## config.mk

```make
export PLATFORM = sky130hd
export DESIGN_NAME = cnn_layer_accel_weight_sequence_gen
export DESIGN_NICKNAME = d
export VERILOG_FILES = /design/src/rtl/cnn_layer_accel_weight_sequence_gen.sv
export SDC_FILE = /design/constraint.sdc
export NUM_CORES = 1
export LEC_CHECK = 0
export ABC_CLOCK_PERIOD_IN_PS = 2600
export BUFFER_PORTS_ARGS = -buffer_cell sky130_fd_sc_hd__buf_2
export CORE_MARGIN = 5
export CORE_UTILIZATION = 50
export DETAILED_ROUTE_END_ITERATION = 8
export PLACE_DENSITY = 0.74
export SKIP_LAST_GASP = 1
export SYNTH_ARGS = -nofsm -noshare
export SYNTH_HDL_FRONTEND = slang
export SYNTH_SLANG_ARGS = --single-unit
```

## constraint.sdc

```tcl
create_clock -name clk -period 2.6 [get_ports clk]
set_input_delay 0 -clock clk [delete_from_list [all_inputs] [get_ports clk]]
set_output_delay 0 -clock clk [all_outputs]
set_load 0.02 [all_outputs]
```

## src/rtl/cnn_layer_accel_weight_sequence_gen.sv

```systemverilog
// Weight sequence table address generator: walks (gray_code, sequence_selector, seq_data_addr)
// tuples, two sub-sequences of SEQ_LEN entries per output row, with downstream stall.
module cnn_layer_accel_weight_sequence_gen #(
  parameter int unsigned SEQ_LEN     = 5,
  parameter int unsigned C_ROW_CNT_W = 8
) (
  input  logic                   clk,
  input  logic                   rst,
  input  logic                   start,
  input  logic                   stall,
  input  logic [C_ROW_CNT_W-1:0] num_rows_cfg,
  output logic                   busy,
  output logic                   done,
  output logic [1:0]             gray_code,
  output logic                   sequence_selector,
  output logic [2:0]             seq_data_addr,
  output logic                   seq_valid
);

  localparam logic [2:0]             AddrLast = 3'(SEQ_LEN - 1);
  localparam logic [C_ROW_CNT_W-1:0] RowOne   = C_ROW_CNT_W'(1);

  typedef enum logic [1:0] {StIdle, StRun, StFinish} state_e;

  state_e                 state_q, state_d;
  logic [C_ROW_CNT_W-1:0] num_rows_q, num_rows_d;
  logic [C_ROW_CNT_W-1:0] row_cnt_q, row_cnt_d;
  logic [1:0]             gray_q, gray_d;
  logic                   sel_q, sel_d;
  logic [2:0]             addr_q, addr_d;
  logic                   valid_q, valid_d;
  logic                   busy_q, busy_d;
  logic                   done_q, done_d;
  logic                   last_beat;

  assign last_beat = (addr_q == AddrLast) && !sel_q && (row_cnt_q == num_rows_q - RowOne);

  // Tuple registers hold the next tuple to present; a valid beat is always consumed,
  // so the tuple advances on every valid beat and stall only withholds the next one.
  always_comb begin
    state_d    = state_q;
    num_rows_d = num_rows_q;
    row_cnt_d  = row_cnt_q;
    gray_d     = gray_q;
    sel_d      = sel_q;
    addr_d     = addr_q;
    valid_d    = 1'b0;
    busy_d     = busy_q;
    done_d     = 1'b0;
    unique case (state_q)
      StIdle: begin
        busy_d = 1'b0;
        if (start) begin
          busy_d = 1'b1;
          gray_d = 2'b00;
          sel_d  = 1'b1;
          addr_d = 3'd0;
          if (num_rows_cfg != '0) begin
            num_rows_d = num_rows_cfg;
            row_cnt_d  = '0;
            valid_d    = 1'b1;
            state_d    = StRun;
          end else begin
            done_d  = 1'b1;
            state_d = StFinish;
          end
        end
      end
      StRun: begin
        if (!valid_q) begin
          valid_d = !stall;
        end else if (last_beat) begin
          done_d  = 1'b1;
          gray_d  = 2'b00;
          sel_d   = 1'b1;
          addr_d  = 3'd0;
          state_d = StFinish;
        end else begin
          valid_d = !stall;
          if (addr_q == AddrLast) begin
            addr_d = 3'd0;
            sel_d  = !sel_q;
            if (!sel_q) begin
              row_cnt_d = row_cnt_q + RowOne;
              gray_d    = {gray_q[0], !gray_q[1]};
            end
          end else begin
            addr_d = addr_q + 3'd1;
          end
        end
      end
      StFinish: begin
        busy_d  = 1'b0;
        gray_d  = 2'b00;
        sel_d   = 1'b1;
        addr_d  = 3'd0;
        state_d = StIdle;
      end
      default: state_d = StIdle;
    endcase
  end

  always_ff @(posedge clk) begin
    if (rst) begin
      state_q    <= StIdle;
      num_rows_q <= '0;
      row_cnt_q  <= '0;
      gray_q     <= 2'b00;
      sel_q      <= 1'b1;
      addr_q     <= 3'd0;
      valid_q    <= 1'b0;
      busy_q     <= 1'b0;
      done_q     <= 1'b0;
    end else begin
      state_q    <= state_d;
      num_rows_q <= num_rows_d;
      row_cnt_q  <= row_cnt_d;
      gray_q     <= gray_d;
      sel_q      <= sel_d;
      addr_q     <= addr_d;
      valid_q    <= valid_d;
      busy_q     <= busy_d;
      done_q     <= done_d;
    end
  end

  assign busy              = busy_q;
  assign done              = done_q;
  assign gray_code         = gray_q;
  assign sequence_selector = sel_q;
  assign seq_data_addr     = addr_q;
  assign seq_valid         = valid_q;

endmodule

```

==> key figures <==
Setup path
  – Highest net fanout along the worst path: 7
  – CP Class: flop to flop
  – Crit path largest cell delay: 570 ps
  – Crit path capture type: flop
  – Arrival time of the worst setup path: 2710 ps
  – CP top delay family: simple AND/OR/NAND/NOR gates
  – Cell-by-cell trace of the critical path: inv_1 -> ha_1 -> nor2b_2 -> o311a_1 -> or4_4 -> a211oi_4 -> buf_4 -> nand4b_1 -> a21oi_1
  – Critical path required time: 2820 ps
  – Crit path buf inv count: 2
  – Slowest cell on the critical path: sky130_fd_sc_hd__or4_4
  – Critical Path Source Type: flop

Finish
  – Proportion of layout cells with a drive suffix above 1: 18.87%
  – Layout Area Growth over Synthesis: 17.92%
  – Post-layout nets: 229
  – Commonest non-fill, non-tap cells in the layout: sky130_fd_sc_hd__dfxtp_1 (26), sky130_fd_sc_hd__a21oi_1 (21), sky130_fd_sc_hd__buf_2 (20)
  – Number of standard cells in the final layout excluding fillers: 243
  – # diodes: 0
  – Most common cell after layout, fill and taps aside: sky130_fd_sc_hd__dfxtp_1

Power and ir drop
  – IR Drop Worst-Case VDD: 236.0 uV
  – Reported net switching power: 0.0002307 W
  – Share of power burned in registers: 56.7%
  – LEAKAGE: 0.6638 nW
  – Power Density: 447.2 mW/mm^2
  – Total internal power: 0.0005571 W
  – Clock Power Share: 23.5%
  – Combinational share of power: 19.9%
  – Switching fraction of total power: 29.28%

Clock tree
  – Clock tree from TritonCTS: yes
  – H-tree level count: 1
  – Number of clock sinks seen by CTS: 27
  – Number of buffers created by CTS: 3
  – Skew-Pair Late Insertion Delay: 330 ps
  – Clock transition time at the flip-flop clock pins of the worst setup and hold paths: 140 ps
  – Root cell of the clock tree: sky130_fd_sc_hd__clkbuf_4
  – Post-CTS Setup Bufs: 0
  – Clk buf depth: 2

Timing
  – Worst slack on hold paths: 61.03 ps
  – Post-route setup slack: 108.3 ps
  – Max Clock Skew: 3.415 ps
  – Final hold viol count: 0
  – Fin. max-slew vios: 0
  – Maximum clock rate: 401.3 MHz
  – Post-layout min period: 2492 ps
  – Actual transition at the worst max-transition pin: 462.7 ps
  – Aggregate negative setup slack: 0 ps
  – Worst slew slack as a fraction of its limit: 68.95%
  – Fin crit share: 95.83%
  – Number of setup violations in the final report: 0

Synthesis
  – Async set or reset register ratio after synthesis: 0%
  – Netlist cell types: 46
  – Fraction of the yosys area taken by sequential cells: 36.18%
  – Syn_nets: 200
  – Most used flip-flop cell after synthesis: sky130_fd_sc_hd__dfxtp_1
  – Ys Warns: 0
  – Synth Area per Inst: 8.119 um^2
  – Count of flip-flops with a built-in enable after synthesis: 0
  – Synth Register Bits: 27
  – Synthesized area: 0.001494 mm^2
  – Instance count of the mapped netlist: 184

Die
  – Std cell rows: 19
  – Area enclosed by the die boundary: 0.004181 mm^2
  – Width of the die: 64.66 um
  – Boundary Pins: 21
  – Die Height: 64.66 um
  – Core outline area: 0.002805 mm^2
  – Starting density of the core: 53.26%

Global routing
  – Antenna violations before repair: 0
  – Wire length of the first global-routing pass: 5.913 mm
  – Maximum number of pins on one net before global-route repair: 25
  – GRT Overall Usage: 17.59%
  – Vias in the first global route: 1341
  – Overall overflow remaining after global route: 0

Routing
  – Total wire length: 3.481 mm
  – First DRT Iteration DRCs: 73
  – WL per Instance: 14.33 um
  – Post-route DRC: 0
  – Total number of vias: 1493
  – Via count normalized by instance count: 6.144
  – Length of the first detailed-routing pass in iterations: 4
  – Remaining antenna violation count: 0

Place
  – Placed cell count: 230
  – Setup Slack @ Placement: 109.7 ps
  – PortBufs: 20
  – Global placer's final weighted congestion: 0.8822
  – DPL Wire Length: 2.490 mm

Min path
  – Class of the tightest hold or removal check: input pin to flop

Run status
  – Status: finished, final reports clean

Flow run
  – Max-cap violations: 0
-- metrics by stage --
stage	area (um^2)	util [%]	total power [W]
final	1762	62.80	0.0007878
after detailed placement	1619	57.72	0.0005918
after CTS	1735	61.86	0.0007863
after global routing	1762	62.80	0.0008346
after floorplan	1494	-	0.0005515
after global placement	1619	57.72	0.0005869
-- worst register-to-register path: cells and delay by family, from the launching register on --
| family | cells | cell delay, ps |
|---|---|---|
| and+or+nand+nor | 3 | 890 |
| buffers and inverters | 2 | 230 |
| DFF | 1 | 400 |
| AOI/OAI and AO/OA | 3 | 610 |
| adders and majority gates | 1 | 260 |
-- Yosys cell counts (2+ instances only) --
master	instances	share of area, %
sky130_fd_sc_hd__nor3b_1	2	1.0
sky130_fd_sc_hd__a31oi_1	4	1.7
sky130_fd_sc_hd__or3_1	6	2.5
sky130_fd_sc_hd__nand2b_1	5	2.1
sky130_fd_sc_hd__ha_1	4	3.4
sky130_fd_sc_hd__a211oi_1	2	1.0
sky130_fd_sc_hd__nor2b_1	2	0.84
sky130_fd_sc_hd__buf_2	2	0.67
sky130_fd_sc_hd__nor2_1	11	2.8
sky130_fd_sc_hd__a22oi_1	3	1.5
sky130_fd_sc_hd__nor3_1	5	1.7
sky130_fd_sc_hd__nand4b_1	2	1.2
sky130_fd_sc_hd__clkbuf_1	6	1.5
sky130_fd_sc_hd__or4_1	4	2.0
sky130_fd_sc_hd__inv_1	5	1.3
sky130_fd_sc_hd__nand3_1	2	0.67
sky130_fd_sc_hd__xnor2_1	5	2.9
sky130_fd_sc_hd__o21ai_0	12	4.0
sky130_fd_sc_hd__and3_1	2	0.84
sky130_fd_sc_hd__nand2_1	19	4.8
sky130_fd_sc_hd__nand4_1	5	2.1
sky130_fd_sc_hd__xor2_1	4	2.3
sky130_fd_sc_hd__nand3b_1	2	1.0
sky130_fd_sc_hd__dfxtp_1	27	36
sky130_fd_sc_hd__o21ai_1	2	0.67
sky130_fd_sc_hd__a21oi_1	21	7.0
-- path summary, 6_finish.rpt --
| path | startpoint | end | slack, ps | cells after the start |
|---|---|---|---|---|
| setup / recovery | num_rows_q[1] | row_cnt_q[1] | 110 | 9 |
| hold / removal | rst | num_rows_q[1] | 60 | 2 |
| setup reg to reg | num_rows_q[1] | row_cnt_q[1] | 110 | 9 |
| hold reg to reg | num_rows_q[7] | num_rows_q[7] | 480 | 2 |
-- routing by layer --
layer / vias to the layer above / share of wire [%] / track usage [%]
li1: 727 / - / -
met1: 711 / 46 / 21.82
met2: 49 / 48 / 30.15
met3: 6 / 4.1 / 2.245
met4: 0 / 2.1 / 8.443
met5: - / 0 / 0
-- final cells by class --
type                       instances  area, um^2
timing repair buffer              33       220.2
clock buffer                       4       26.28
fill                             261        1044
multi-input combinational        143       913.4
inverter                           5       18.77
sequential                        27       544.3
tap                               31       38.79
-- cell families (layout without fill, tap and decap cells) --
logic type | count (synthesis) | after routing | synth area share (%)
flops | 27 | 27 | 36.18
xor+xnor | 9 | 9 | 5.276
simple gates | 77 | 77 | 29.82
buf+inv | 14 | 42 | 4.188
compound gates | 53 | 53 | 21.19
fa+ha+maj | 4 | 4 | 3.350
-- what timing repair did --
| action | CTS | global route |
|---|---|---|
| resized for setup | 0 | 6 |
| endpoints found under the setup margin | 0 | 13 |
| hold buffers | 9 | 0 |
| endpoints found under the hold margin | 9 | 0 |
-- state kept, by name, indices dropped and copies added (netlist names) --
name / cells
seq_valid: 1
sequence_selector: 1
done: 1
gray_code: 2
row_cnt_q: 8
num_rows_q: 8
busy: 1
seq_data_addr: 3
state_q: 2
-- power by group through the flow --
stage               registers [W]  logic [W]  clock network (W)
floorplan                0.000454  0.0000979                  0
global placement         0.000455   0.000132                  0
detailed placement       0.000455   0.000136                  0
CTS                      0.000447   0.000147           0.000192
global route             0.000450   0.000173           0.000212
finish                   0.000447   0.000156           0.000185
Note: power is estimated with default switching activity, not from simulation.
